$ cat src/rtl/dsn_pkg.sv
// Shared encodings and constants for the DSN Read ROM sequencer and its CRC-8 helper.
package dsn_pkg;

  typedef enum logic [2:0] {
    PH_IDLE = 3'd0,
    PH_INIT = 3'd1,
    PH_CMD  = 3'd2,
    PH_READ = 3'd3,
    PH_FIN  = 3'd4
  } phase_t;

  typedef enum logic [1:0] {
    S_IDLE   = 2'd0,
    S_ASSERT = 2'd1,
    S_WAIT   = 2'd2,
    S_GAP    = 2'd3
  } slot_t;

  localparam logic [7:0] DSN_CMD_READ_ROM = 8'h33;
  localparam logic [7:0] DSN_CRC_POLY     = 8'h8C;
  localparam int         DSN_ROM_BITS     = 64;

  // One bit of the reflected Dallas CRC-8; a clean ROM leaves the register at zero.
  function automatic logic [7:0] crc8_step(input logic [7:0] crc, input logic din);
    logic fb;
    fb = crc[0] ^ din;
    return (crc >> 1) ^ (fb ? DSN_CRC_POLY : 8'h00);
  endfunction

endpackage

$ cat src/rtl/dsn_rom_seq_if.sv
// Sequencer-to-bit-engine slot handshake: start/busy per slot, write data held for the slot.
interface dsn_rom_seq_if;
  logic dsn_start;
  logic dsn_wr_data;
  logic dsn_wr_init;
  logic dsn_busy;
  logic dsn_rd_data;

  modport master (
    output dsn_start, dsn_wr_data, dsn_wr_init,
    input  dsn_busy, dsn_rd_data
  );

  modport slave (
    input  dsn_start, dsn_wr_data, dsn_wr_init,
    output dsn_busy, dsn_rd_data
  );
endinterface

$ cat src/rtl/dsn_crc8.sv
// Serial Dallas CRC-8 register: synchronous clear, one bit per enabled cycle, result registered.
module dsn_crc8
  import dsn_pkg::*;
(
  input  logic       i_clk,
  input  logic       i_rst,
  input  logic       i_clr,
  input  logic       i_en,
  input  logic       i_bit,
  output logic [7:0] o_crc
);
  logic [7:0] r_crc;

  always_ff @(posedge i_clk or posedge i_rst) begin
    if (i_rst) begin
      r_crc <= 8'h00;
    end else if (i_clr) begin
      r_crc <= 8'h00;
    end else if (i_en) begin
      r_crc <= crc8_step(r_crc, i_bit);
    end
  end

  assign o_crc = r_crc;
endmodule

$ cat src/rtl/dsn_rom_seq.sv
// Read ROM sequencer: init slot, 0x33 LSB-first, 64 read slots through the bit engine, CRC-8 check.
// go edge to first dsn_start is 2 cycles, last sample to done is 2 cycles; each slot stalls on engine busy.
module dsn_rom_seq
  import dsn_pkg::*;
#(
  parameter int MXTMO = 20,
  parameter int GAP   = 3
) (
  input  logic                    clock,
  input  logic                    global_reset,
  input  logic                    go,
  dsn_rom_seq_if.master           eng,
  output logic                    busy,
  output logic                    done,
  output logic                    crc_ok,
  output logic                    timeout,
  output logic [DSN_ROM_BITS-1:0] dsn_data
);
  localparam int            GW       = $clog2(GAP);
  localparam logic [GW-1:0] GAP_LAST = GW'(GAP - 1);
  localparam logic [6:0]    LAST_BIT = 7'(DSN_ROM_BITS - 1);

  phase_t                  r_phase;
  slot_t                   r_slot;
  logic                    r_go_q;
  logic [MXTMO-1:0]        r_wd;
  logic [GW-1:0]           r_gap;
  logic [6:0]              r_bit_cnt;
  logic                    r_start;
  logic                    r_wr_data;
  logic                    r_wr_init;
  logic                    r_busy;
  logic                    r_done;
  logic                    r_crc_ok;
  logic                    r_timeout;
  logic [DSN_ROM_BITS-1:0] r_data;

  logic       w_start_txn;
  logic       w_active;
  logic       w_sample;
  logic       w_abort;
  logic       w_crc_en;
  logic [7:0] w_crc;
  logic [7:0] w_cmd;
  logic [2:0] w_cmd_idx;

  assign w_cmd       = DSN_CMD_READ_ROM;
  assign w_cmd_idx   = r_bit_cnt[2:0] + 3'd1;
  assign w_start_txn = go && !r_go_q && (r_phase == PH_IDLE) && !r_busy;
  assign w_active    = (r_phase == PH_INIT) || (r_phase == PH_CMD) || (r_phase == PH_READ);
  assign w_sample    = w_active && (r_slot == S_WAIT) && !eng.dsn_busy;
  // A busy fall on the terminal count is a good sample, so the abort only fires while still waiting.
  assign w_abort     = w_active && (r_wd == '1) &&
                       ((r_slot == S_ASSERT) || ((r_slot == S_WAIT) && eng.dsn_busy));
  assign w_crc_en    = w_sample && (r_phase == PH_READ);

  dsn_crc8 u_crc (
    .i_clk (clock),
    .i_rst (global_reset),
    .i_clr (w_start_txn),
    .i_en  (w_crc_en),
    .i_bit (eng.dsn_rd_data),
    .o_crc (w_crc)
  );

  always_ff @(posedge clock or posedge global_reset) begin
    if (global_reset) begin
      r_phase   <= PH_IDLE;
      r_slot    <= S_IDLE;
      r_go_q    <= 1'b0;
      r_wd      <= '0;
      r_gap     <= '0;
      r_bit_cnt <= '0;
      r_start   <= 1'b0;
      r_wr_data <= 1'b0;
      r_wr_init <= 1'b0;
      r_busy    <= 1'b0;
      r_done    <= 1'b0;
      r_crc_ok  <= 1'b0;
      r_timeout <= 1'b0;
      r_data    <= '0;
    end else begin
      r_go_q <= go;
      r_done <= 1'b0;
      case (r_phase)
        PH_IDLE: begin
          r_slot  <= S_IDLE;
          r_start <= 1'b0;
          r_busy  <= 1'b0;
          if (w_start_txn) begin
            r_phase   <= PH_INIT;
            r_busy    <= 1'b1;
            r_data    <= '0;
            r_crc_ok  <= 1'b0;
            r_timeout <= 1'b0;
            r_bit_cnt <= '0;
            r_wr_init <= 1'b1;
            r_wr_data <= 1'b1;
          end
        end
        PH_INIT, PH_CMD, PH_READ: begin
          if (w_abort) begin
            r_start   <= 1'b0;
            r_timeout <= 1'b1;
            r_crc_ok  <= 1'b0;
            r_done    <= 1'b1;
            r_phase   <= PH_IDLE;
            r_slot    <= S_IDLE;
          end else begin
            case (r_slot)
              S_IDLE: begin
                r_slot  <= S_ASSERT;
                r_start <= 1'b1;
                r_wd    <= '0;
              end
              S_ASSERT: begin
                r_wd <= r_wd + MXTMO'(1);
                if (eng.dsn_busy) r_slot <= S_WAIT;
              end
              S_WAIT: begin
                if (eng.dsn_busy) begin
                  r_wd <= r_wd + MXTMO'(1);
                end else begin
                  r_start <= 1'b0;
                  r_slot  <= S_GAP;
                  r_gap   <= '0;
                  if (r_phase == PH_READ) begin
                    r_data <= {eng.dsn_rd_data, r_data[DSN_ROM_BITS-1:1]};
                    // Last bit skips the gap so done lands two cycles after the sample.
                    if (r_bit_cnt == LAST_BIT) begin
                      r_phase   <= PH_FIN;
                      r_slot    <= S_IDLE;
                      r_bit_cnt <= '0;
                    end
                  end
                end
              end
              S_GAP: begin
                if (r_gap != GAP_LAST) begin
                  r_gap <= r_gap + GW'(1);
                end else begin
                  r_slot    <= S_ASSERT;
                  r_start   <= 1'b1;
                  r_wd      <= '0;
                  r_wr_init <= 1'b0;
                  case (r_phase)
                    PH_INIT: begin
                      r_phase   <= PH_CMD;
                      r_bit_cnt <= '0;
                      r_wr_data <= w_cmd[0];
                    end
                    PH_CMD: begin
                      if (r_bit_cnt == 7'd7) begin
                        r_phase   <= PH_READ;
                        r_bit_cnt <= '0;
                        r_wr_data <= 1'b1;
                      end else begin
                        r_bit_cnt <= r_bit_cnt + 7'd1;
                        r_wr_data <= w_cmd[w_cmd_idx];
                      end
                    end
                    default: begin
                      r_bit_cnt <= r_bit_cnt + 7'd1;
                      r_wr_data <= 1'b1;
                    end
                  endcase
                end
              end
              default: begin
                r_slot  <= S_IDLE;
                r_start <= 1'b0;
              end
            endcase
          end
        end
        PH_FIN: begin
          r_crc_ok <= (w_crc == 8'h00);
          r_done   <= 1'b1;
          r_phase  <= PH_IDLE;
        end
        default: begin
          r_phase <= PH_IDLE;
          r_slot  <= S_IDLE;
          r_start <= 1'b0;
        end
      endcase
    end
  end

  assign eng.dsn_start   = r_start;
  assign eng.dsn_wr_data = r_wr_data;
  assign eng.dsn_wr_init = r_wr_init;
  assign busy            = r_busy;
  assign done            = r_done;
  assign crc_ok          = r_crc_ok;
  assign timeout         = r_timeout;
  assign dsn_data        = r_data;
endmodule

$ cat src/flat_wrapper.sv
// flat-port wrapper written by rule: the top's interface ports become plain ports
module dsn_rom_seq_flat import dsn_pkg::*;
#(
  parameter int MXTMO = 20,
  parameter int GAP   = 3
)
  (clock, global_reset, go, busy, done, crc_ok, timeout, dsn_data, eng_dsn_start, eng_dsn_wr_data, eng_dsn_wr_init, eng_dsn_busy, eng_dsn_rd_data);
  dsn_rom_seq_if eng_i ();
  input  logic clock;
  input  logic global_reset;
  input  logic go;
  output logic busy;
  output logic done;
  output logic crc_ok;
  output logic timeout;
  output logic [DSN_ROM_BITS-1:0] dsn_data;
  output wire logic [$bits(eng_i.dsn_start)-1:0] eng_dsn_start;
  output wire logic [$bits(eng_i.dsn_wr_data)-1:0] eng_dsn_wr_data;
  output wire logic [$bits(eng_i.dsn_wr_init)-1:0] eng_dsn_wr_init;
  input wire logic [$bits(eng_i.dsn_busy)-1:0] eng_dsn_busy;
  input wire logic [$bits(eng_i.dsn_rd_data)-1:0] eng_dsn_rd_data;
  assign eng_dsn_start = eng_i.dsn_start;
  assign eng_dsn_wr_data = eng_i.dsn_wr_data;
  assign eng_dsn_wr_init = eng_i.dsn_wr_init;
  assign eng_i.dsn_busy = eng_dsn_busy;
  assign eng_i.dsn_rd_data = eng_dsn_rd_data;
  dsn_rom_seq #(.MXTMO(MXTMO), .GAP(GAP)) u_core (.clock(clock), .global_reset(global_reset), .go(go), .eng(eng_i), .busy(busy), .done(done), .crc_ok(crc_ok), .timeout(timeout), .dsn_data(dsn_data));
endmodule
$ cat config.mk
export PLATFORM = sky130hd
export DESIGN_NAME = dsn_rom_seq_flat
export DESIGN_NICKNAME = d
export VERILOG_FILES = /design/src/rtl/dsn_pkg.sv /design/src/rtl/dsn_rom_seq_if.sv /design/src/rtl/dsn_crc8.sv /design/src/rtl/dsn_rom_seq.sv /design/src/flat_wrapper.sv
export SDC_FILE = /design/constraint.sdc
export NUM_CORES = 1
export LEC_CHECK = 0
export ABC_CLOCK_PERIOD_IN_PS = 3550
export BUFFER_PORTS_ARGS = -buffer_cell sky130_fd_sc_hd__buf_2
export CORE_ASPECT_RATIO = 2
export CORE_MARGIN = 2
export CORE_UTILIZATION = 45
export CTS_CLUSTER_SIZE = 28
export DETAILED_ROUTE_END_ITERATION = 10
export HOLD_SLACK_MARGIN = 0.08
export PLACE_DENSITY = 0.67
export SYNTH_ARGS = -nofsm -noshare
export SYNTH_HDL_FRONTEND = slang
export SYNTH_SLANG_ARGS = --single-unit
$ cat constraint.sdc
create_clock -name clock -period 3.55 [get_ports clock]
set_input_delay 0.71 -clock clock [delete_from_list [all_inputs] [get_ports clock]]
set_output_delay 0.71 -clock clock [all_outputs]
set_load 0.005 [all_outputs]
# Word-level counts from Yosys, hierarchy flattened
# Memories as Yosys holds them, arrays and structs flattened.
# Index checks and enable logic that the tools add are counted.
# W data, S select, Z words.
# op_classes
n_eq_ne	37
mux	68
bitwise_logic	4
order_cmp	1
addsub	4
reduce_logical	33
# op_table
cell	n
$mux W64	5
$pmux W64 S2	1
$pmux W20 S4	1
$mux W7	7
$pmux W7 S2	3
$mux W20	2
$mux W8	3
$mux W3	7
$add A20 B1 Y20 const B	1
$eq A20 B20 Y1 const B	1
$mux W1	18
$pmux W3 S2	3
$mux W2	8
$ne A2 B2 Y1 const B	8
$ne A4 B3 Y1 const B	4
$reduce_and A8 Y1	2
$reduce_and A4 Y1	3
$ne A2 B1 Y1 const B	5
$ne A5 B2 Y1 const B	2
$pmux W1 S2	5
$reduce_and A5 Y1	2
$logic_and A1 B1 Y1	9
$ne A3 B3 Y1 const B	3
$logic_not A8 Y1	1
other kinds (31)	43
# totals
word_cells	163
regBits	114
out_inout_bits	71
mem_count	1
mem_bits_ro	8
# memory_table
name	words	width	rd	rd_ports_with_merged_regs	wr	line	rtl
(name not given)	8	1	1	0	0	dsn_rom_seq.sv:159	r_wr_data <= w_cmd[w_cmd_idx];

# Depth between registers and ports, before layout
# Gate-level depths: netlist (run 1).
# logic_depth
depth_word	9
ltp_mapped	10
depth_no_buf	7

# Modules after synthesis
# Synthesis (run 1) repeated with hierarchy kept, for this count alone.
# hier_totals
cells_unflattened	458
hier_area_um2	5237.5
# by_module_without_submodules
module	seq_area_each_um2	area_each_um2	cells_per_inst	n_inst
dsn_rom_seq	2652.5	4873.4	425	1
dsn_crc8	200.2	364.1	33	1

# Least setup slack after synthesis (run 1)
# Ideal clock, no wire load.
# synth_path
kind	register -> register
startpoint	reg u_core.r_slot[0]
endpoint	reg u_core.r_bit_cnt[3]
setup_ns	0.132
path_slack_ns	1.347
stages_incl_launch_ff	9
t_arrival_ns	2.070
cell_sequence	dfrtp_1 inv_1 ha_1 buf_2 nand3b_1 or4_1 a32o_1 o31ai_1 o31ai_1
# synth_via
elab_chain_len	6
word_cells_on_any_way	16
classes_between	9 x eq/ne; 3 x mux; 4 x reduce/logical
# synth_lines
item	line	rtl
from (decl)	dsn_rom_seq.sv:24	slot_t r_slot;
from (signal assigned)	dsn_rom_seq.sv:69	r_slot <= S_IDLE;
from (signal assigned)	dsn_rom_seq.sv:87	r_slot <= S_IDLE;
from (signal assigned)	dsn_rom_seq.sv:108	r_slot <= S_IDLE;
$eq A2 B2 Y1	dsn_rom_seq.sv:54, dsn_rom_seq.sv:110	
$logic_and A1 B1 Y1	dsn_rom_seq.sv:54	((r_slot == S_ASSERT) || ((r_slot == S_WAIT) && eng.dsn_busy));
$logic_or A1 B1 Y1	dsn_rom_seq.sv:54	
$logic_and A1 B1 Y1	dsn_rom_seq.sv:53	assign w_abort = w_active && (r_wd == '1) &&
$ne A2 B2 Y1 (no source line)	-	
$reduce_and A8 Y1 (no source line)	-	
to (signal assigned)	dsn_rom_seq.sv:158	r_bit_cnt <= r_bit_cnt + 7'd1;
to (signal assigned)	dsn_rom_seq.sv:163	r_bit_cnt <= r_bit_cnt + 7'd1;
to (decl)	dsn_rom_seq.sv:28	logic [6:0] r_bit_cnt;
# Several ways; a longest one is shown, not always the timed one. The select of a mux whose other input is x is not followed.
# A chain may end at the register's enable or synchronous reset.

# Final worst setup path (run 1)
# layout_path
startpoint	reg u_core.r_slot[0]
endpoint	reg u_core.r_data[13] (netlist: u_core.dsn_data[13])
# layout_via
elab_chain_len	6
word_cells_on_any_way	8
classes_between	4 x eq/ne; 4 x reduce/logical
# layout_lines
item	line	rtl
$eq A2 B2 Y1	dsn_rom_seq.sv:54, dsn_rom_seq.sv:110	
$logic_and A1 B1 Y1	dsn_rom_seq.sv:54	
$logic_or A1 B1 Y1	dsn_rom_seq.sv:54	
$logic_and A1 B1 Y1	dsn_rom_seq.sv:53	
$ne A2 B2 Y1 (no source line)	-	
$reduce_and A6 Y1 (no source line) (*)	-	
to (signal assigned)	dsn_rom_seq.sv:128	r_data <= {eng.dsn_rd_data, r_data[DSN_ROM_BITS-1:1]};
to (decl)	dsn_rom_seq.sv:36	logic [DSN_ROM_BITS-1:0] r_data;
# Mark *: on every way between the ends. The rest lies on a longest branch, timed or not.

==> results of run 1 <==
==> per-stage QoR <==
stage	hold slack [ns]	cells
floorplan	0.451	603
global placement	0.465	791
detailed placement	0.481	791
CTS	0.283	823
global route	0.304	823
finish	0.282	823
==> per-layer routing <==
metal / global-route usage / share of wire / wire (um) / vias up
met5: 0 / 0 / 0 / -
met4: 0.0909 / 0.019 / 269 / 0
met3: 0.0527 / 0.048 / 662 / 24
met2: 0.365 / 0.53 / 7280 / 141
met1: 0.252 / 0.41 / 5590 / 2404
li1: - / - / - / 2319
==> Yosys cell counts, drive strengths merged, types with 9 or more instances <==
master / number
a22o: 9
and2: 9
buf: 25
clkbuf: 20
dfrtp: 114
inv: 15
nand2: 90
nand3: 22
nor2: 13
o21ai: 151
o31ai: 35
==> report_power, final <==
part | total [uW] | switching (uW) | leakage [uW] | internal (uW)
registers | 1420 | 62.5 | 0.00158 | 1360
clock network | 1840 | 637 | 0.000309 | 1200
logic | 723 | 514 | 0.00108 | 209
total | 3990 | 1210 | 0.00296 | 2770
==> state kept, by name, summed over array words and instances (netlist names), 2 cells and up <==
register	count
u_core.r_wd	20
u_core.r_gap	2
u_core.r_slot	2
u_core.r_phase	3
u_core.u_crc.o_crc	8
u_core.r_bit_cnt	7
u_core.dsn_data	64
==> worst paths after layout <==
check / startpoint / endpoint / slack [ns] / cells after the start
worst max-delay path: u_core.r_slot[0]$_DFFE_PP0P_ / u_core.dsn_data[13]$_DFFE_PP0P_ / 0.86 / 8
worst min-delay path: global_reset / u_core.dsn_data[51]$_DFFE_PP0P_ / 0.28 / 2
worst max register to register: u_core.r_slot[0]$_DFFE_PP0P_ / u_core.dsn_data[13]$_DFFE_PP0P_ / 0.86 / 8
worst min register to register: u_core.timeout$_DFFE_PP0P_ / u_core.timeout$_DFFE_PP0P_ / 0.48 / 2
max in group asynchronous: global_reset / u_core.r_slot[1]$_DFFE_PP0P_ / 2.42 / 3
min in group clock: go / u_core.r_go_q$_DFF_PP0_ / 0.43 / 1
==> worst register-to-register path: stages, from the launching register on <==
cell,delay (ns)
dfrtp_1,0.44
inv_1,0.13
ha_1,0.33
a21oi_1,0.16
or4_4,0.52
nor2_4,0.43
buf_4,0.36
o21ai_1,0.11
o21ai_1,0.12
==> final cells by class <==
type                       instances  area, sq um  share of cell area
clock inverter                    14          204              0.0304
tap                              147          184              0.0274
multi-input combinational        429         2490               0.371
clock buffer                      18          439              0.0654
timing repair buffer              86          483              0.0719
sequential                       114         2850               0.425
inverter                          15         60.1             0.00894
==> cells by family after synthesis <==
| logic type | after synthesis | synth area share |
|---|---|---|
| xor gates and xnor gates | 3 | 0.00465 |
| adders and majority gates | 8 | 0.0177 |
| and+or+nand+nor | 180 | 0.161 |
| buffers and inverters | 60 | 0.0556 |
| AOI/OAI and AO/OA | 236 | 0.252 |
| DFF | 114 | 0.505 |
| muxes | 2 | 0.00376 |
==> results.py, run 1 <==
metrics = {
    "route": {
        "routed_via_density": 5.94,
        "routedWlPerCell_um": 16.8,
        "drt_wl_total_um": 13800,
        "post-route-drc-count": 0,
        "detail-route-antenna-nets": 0,
        "drtIter0Drc": 336,
        "via_count": 4888,
        "first_pass_iters": 5,
    },
    "global_route": {
        "antenna_found_initial": 0,
        "grt_pass1_wl_um": 23700,
        "grt_max_degree": 73,
        "grt_overflow": 0,
        "grt_pass1_vias": 4894,
        "grt.total_usage": 0.212,
    },
    "pwr": {
        "leakage_uw": 0.00296,
        "finalPower_uw": 3990,
        "p_per_area_nw_per_um2": 593,
        "ir_drop_mv": 0.366,
    },
    "floorplan": {
        "ios": 76,
        "die_h_um": 162,
        "num_rows": 57,
        "dieArea_sq_um": 13500,
        "start_util": 0.463,
        "die_w_um": 83.2,
        "core_sq_um": 12200,
    },
    "hold_path": {
        "hold_class": "input port to async pin",
    },
    "cells_and_area": {
        "final_common_cell": "o21ai_1",
        "n_antenna_cell": 0,
        "utilization": 0.551,
        "syn_to_final_growth_pct": 18.9,
        "nets": 676,
        "fin_area_sq_um": 6720,
        "drive_gt1_frac": 0.207,
        "final_cell_mix": "o21ai_1, dfrtp_1, nand2_1, buf_2, o31ai_1",
        "fillers": 1092,
    },
    "timing": {
        "finalSetupViolCount": 0,
        "layout_setup_ws_ns": 0.856,
        "period_share": 0.759,
        "finalSetupTns_ns": 0,
        "rsz0062_at_grt": "false",
        "clock.fmax_mhz": 371,
        "final_hold_viol_count": 0,
        "fin_skew_ns": 0.00649,
        "worstMarginPinSlew_ns": 1.03,
        "timing.final.max_slew_violations": 0,
        "layout_min_cycle_time_ns": 2.69,
        "max_slew_margin": 0.307,
    },
    "yosys": {
        "ys.warnings.count": 0,
        "netlist_area_sq_um": 5650,
        "ys_types": 67,
        "synthFlopType": "dfrtp_1",
        "ys_async_sr_fraction": 1.00,
        "synth_largest_area_cell": "dfrtp_1",
        "ys_seq_area_frac": 0.505,
        "syn-num-nets": 616,
        "synth-seq-cells": 114,
        "synth_top_area_frac": 0.505,
        "synth_edf_count": 0,
        "syn_area_per_cell_sq_um": 9.37,
        "synth_area_leaders": "dfrtp_1, o21ai_1, nand2_1",
        "syn-instance-count": 603,
    },
    "worst_setup_path": {
        "required_ns": 3.88,
        "max_stage_delay_ns": 0.52,
        "critical-path-top-delay-family": "simple AND/OR/NAND/NOR gates",
        "cp-end-kind": "register",
        "path_class": "register to register",
        "critical_path.max_fanout": 23,
        "crit_top_cell": "o21ai_1",
        "startpoint_type": "register",
        "arrival_ns": 3.03,
        "worstPathCellList": "inv_1 -> ha_1 -> a21oi_1 -> or4_4 -> nor2_4 -> buf_4 -> o21ai_1 -> o21ai_1",
        "cpMaxStageDelayCell": "or4_4",
        "critPathBufInv": 2,
    },
    "cts": {
        "root_buffer": "clkbuf_16",
        "cts_hold_buf": 0,
        "cts_htree_levels": 4,
        "cts_num_sinks": 114,
        "clkLatencyLatePin_ns": 0.41,
        "clk_path_buf_depth": 2,
        "cts_tree": "yes",
        "post_cts_buffers": 0,
        "cts-resized-gates": 0,
        "cts.clk_slew.worst_paths_ns": 0.06,
        "cts_buffers": 17,
    },
    "place": {
        "io_buffers": 75,
        "hpwlAfterDp_um": 9160,
        "routabilityCongestion": 0.853,
        "dp_slack_ns": 0.894,
        "placed_cell_area_sq_um": 6070,
    },
    "flow_run": {
        "maxCapViolations": 0,
    },
    "run_status": {
        "status": "finished, final reports clean",
    },
}
(Power assumes the default switching activity.)
==> run 2: changes to the inputs <==
--- a/config.mk
+++ b/config.mk
@@ -5,7 +5,8 @@
 export SDC_FILE = /design/constraint.sdc
 export NUM_CORES = 1
 export LEC_CHECK = 0
-export ABC_CLOCK_PERIOD_IN_PS = 3550
+export ABC_AREA = 1
+export ABC_CLOCK_PERIOD_IN_PS = 2380
 export BUFFER_PORTS_ARGS = -buffer_cell sky130_fd_sc_hd__buf_2
 export CORE_ASPECT_RATIO = 2
 export CORE_MARGIN = 2
==> constraint.sdc (replaced) <==
create_clock -name clock -period 2.38 [get_ports clock]
set_input_delay 0.476 -clock clock [delete_from_list [all_inputs] [get_ports clock]]
set_output_delay 0.476 -clock clock [all_outputs]
set_load 0.005 [all_outputs]
==> run 2 against run 1 <==
Compared with the run above: critical path type unchanged; combinational power grew to 3.5 times the previous value; worst hold slack lost 0.10 ns; sequential power increased by 100%.
==> results.py, run 2 <==
metrics = {
    "cells_and_area": {
        "register_area_sq_um": 2850,
        "multi_input_area_sq_um": 2320,
        "final_common_cell": "nand2_1",
        "stdcell_count": 875,
        "largest_register_ffs": 64,
        "fillers": 1100,
        "drive_gt1_frac": 0.225,
        "final_cell_mix": "nand2_1, dfrtp_1, buf_2, inv_1, nand3_1",
        "syn_to_final_growth_pct": 20.4,
        "nets": 728,
        "n_antenna_cell": 0,
    },
    "yosys": {
        "yosysMostFrequentCell": "nand2_1",
        "ys_async_sr_fraction": 1.00,
        "synth_top_area_frac": 0.507,
        "synth_area_leaders": "dfrtp_1, nand2_1, nand3_1",
        "synthTopCellsByCount": "nand2_1, dfrtp_1, inv_1",
        "syn_area_per_cell_sq_um": 8.86,
        "syn-instance-count": 635,
        "synth_edf_count": 0,
        "synthFlopType": "dfrtp_1",
        "ys_seq_area_frac": 0.507,
        "ys.warnings.count": 0,
        "ys_types": 40,
        "netlist_area_sq_um": 5620,
        "synth_largest_area_cell": "dfrtp_1",
        "synth-seq-cells": 114,
        "syn-num-nets": 648,
    },
    "timing": {
        "finalSetupTns_ns": 0,
        "timing.final.max_slew_violations": 0,
        "period_share": 0.894,
        "layout_min_cycle_time_ns": 2.13,
        "max_slew_margin": 0.498,
        "clock.fmax_mhz": 470,
        "worstMarginPinSlew_ns": 0.752,
        "fin_skew_ns": 0.0123,
        "rsz0062_at_grt": "false",
        "final_hold_viol_count": 0,
        "finalSetupViolCount": 0,
    },
    "worst_setup_path": {
        "startpoint_type": "register",
        "cp-end-kind": "register",
        "arrival_ns": 2.45,
        "crit_start": "u_core.r_wd[0]$_DFFE_PP0P_",
        "required_ns": 2.70,
        "path_class": "register to register",
        "critical_path.max_fanout": 66,
        "reg2reg_from": "u_core.r_wd[0]$_DFFE_PP0P_",
    },
    "global_route": {
        "grt_pass1_vias": 4817,
        "grt.total_usage": 0.205,
        "top_usage_layer": "met2",
        "antenna_found_initial": 0,
        "grt_pass1_wl_um": 22300,
        "grt_max_degree": 67,
        "grt_overflow": 0,
        "grtUsageMet2": 0.380,
        "grt_util_met3": 0.0401,
        "grtUsageMet1": 0.211,
    },
    "cts": {
        "post_cts_buffers": 0,
        "cts-resized-gates": 0,
        "cts_buffers": 17,
        "cts_htree_levels": 4,
        "cts_tree": "yes",
        "cts_num_sinks": 114,
        "cts_hold_buf": 0,
        "clk_path_buf_depth": 2,
        "cts.clk_slew.worst_paths_ns": 0.06,
        "clkLatencyLatePin_ns": 0.42,
        "root_buffer": "clkbuf_16",
    },
    "pwr": {
        "leakage_uw": 0.00326,
        "p_per_area_nw_per_um2": 1170,
        "p_int_uw": 4840,
        "clkPwrFrac": 0.317,
        "ir_drop_mv": 0.793,
        "p_seq_frac": 0.360,
        "p_sw_uw": 3080,
        "pwr-share-comb": 0.323,
        "swShare": 0.389,
    },
    "route": {
        "post-route-drc-count": 0,
        "drtIter0Drc": 244,
        "via_count": 4694,
        "routed_via_density": 5.36,
        "first_pass_iters": 4,
        "drt_wl_total_um": 13400,
        "detail-route-antenna-nets": 0,
        "routedWlPerCell_um": 15.3,
    },
    "place": {
        "io_buffers": 75,
        "hpwlAfterDp_um": 9450,
        "routabilityCongestion": 0.925,
        "dp_cells": 843,
    },
    "floorplan": {
        "die_h_um": 162,
        "dieArea_sq_um": 13500,
        "core_sq_um": 12200,
        "ios": 76,
        "start_util": 0.461,
        "num_rows": 57,
        "die_w_um": 83.1,
    },
    "hold_path": {
        "hold_class": "input port to async pin",
    },
    "flow_run": {
        "maxCapViolations": 0,
    },
    "run_status": {
        "status": "finished, final reports clean",
    },
}
run 2: cell types whose count changed in the layout (fill, tap and decap cells not counted), sizes merged, moves of 7 or more:
cell	before	now
a31oi	7	0
and2	9	0
nand2	90	139
nand3	22	66
xor2	0	9
inv	17	82
o21ai	151	58
a22o	9	0
nor2	13	51
o31ai	35	42
run 2: through the flow:
step	util	power (uW)	hold slack [ns]	setup WS [ns]	instance area [sq um]
floorplan	-	4470	0.445	0.519	5630
global placement	0.507	5370	0.459	0.371	6190
detailed placement	0.507	5440	0.458	0.281	6190
CTS	0.555	7980	0.167	0.262	6770
global route	0.555	8410	0.170	0.0841	6770
finish	0.555	7920	0.179	0.252	6770
run 2: worst max-delay path, stage by stage (launching register included):
cell and delay [ns]:
dfrtp_1 0.41, ha_1 0.27, inv_2 0.08, nor2_4 0.16
nand2_4 0.09, nor2_8 0.14, nand3_4 0.22, nand2_4 0.16
buf_12 0.28, nand2_1 0.10, o31ai_1 0.09
run 2: power groups by stage:
stage	logic [uW]	registers, uW	clock network [uW]
2_1_floorplan	1610	2860	0
3_3_place_gp	2510	2860	0
3_5_place_dp	2560	2880	0
4_1_cts	2580	2850	2550
5_1_grt	2870	2910	2630
6_report	2560	2860	2510
run 2: layout make-up:
cell class / count / share of cell area
clock buffer: 17 / 0.0628
tap: 147 / 0.0272
inverter: 74 / 0.0420
timing repair buffer: 90 / 0.0813
clock inverter: 15 / 0.0231
sequential: 114 / 0.421
multi-input combinational: 418 / 0.342
run 2: final timing paths:
check | slack, ns | depth (start not counted) | to
worst max-delay path | 0.25 | 10 | u_core.dsn_data[49]$_DFFE_PP0P_
worst min-delay path | 0.18 | 2 | u_core.r_wd[15]$_DFFE_PP0P_
worst max register to register | 0.25 | 10 | u_core.dsn_data[49]$_DFFE_PP0P_
worst min register to register | 0.48 | 2 | u_core.eng.dsn_wr_init$_DFFE_PP0P_
max in group asynchronous | 1.55 | 3 | u_core.r_bit_cnt[5]$_DFFE_PP0P_
min in group clock | 0.18 | 1 | u_core.r_go_q$_DFF_PP0_
run 2: kinds of logic (layout without fill, tap and decap cells):
group	count (synthesis)	after routing	synth area share
AND/OR/NAND/NOR	278	278	0.236
flip-flops	114	114	0.507
XOR/XNOR	18	18	0.0280
adder cells (fa/ha/maj)	8	8	0.0178
buffers and inverters	103	196	0.0808
AO/OA/AOI/OAI	114	114	0.130
run 2: metal layers:
metal	part of all wire	routed length [um]
met1	0.38	5110
met2	0.54	7290
met3	0.036	482
met4	0.039	520
met5	0	0
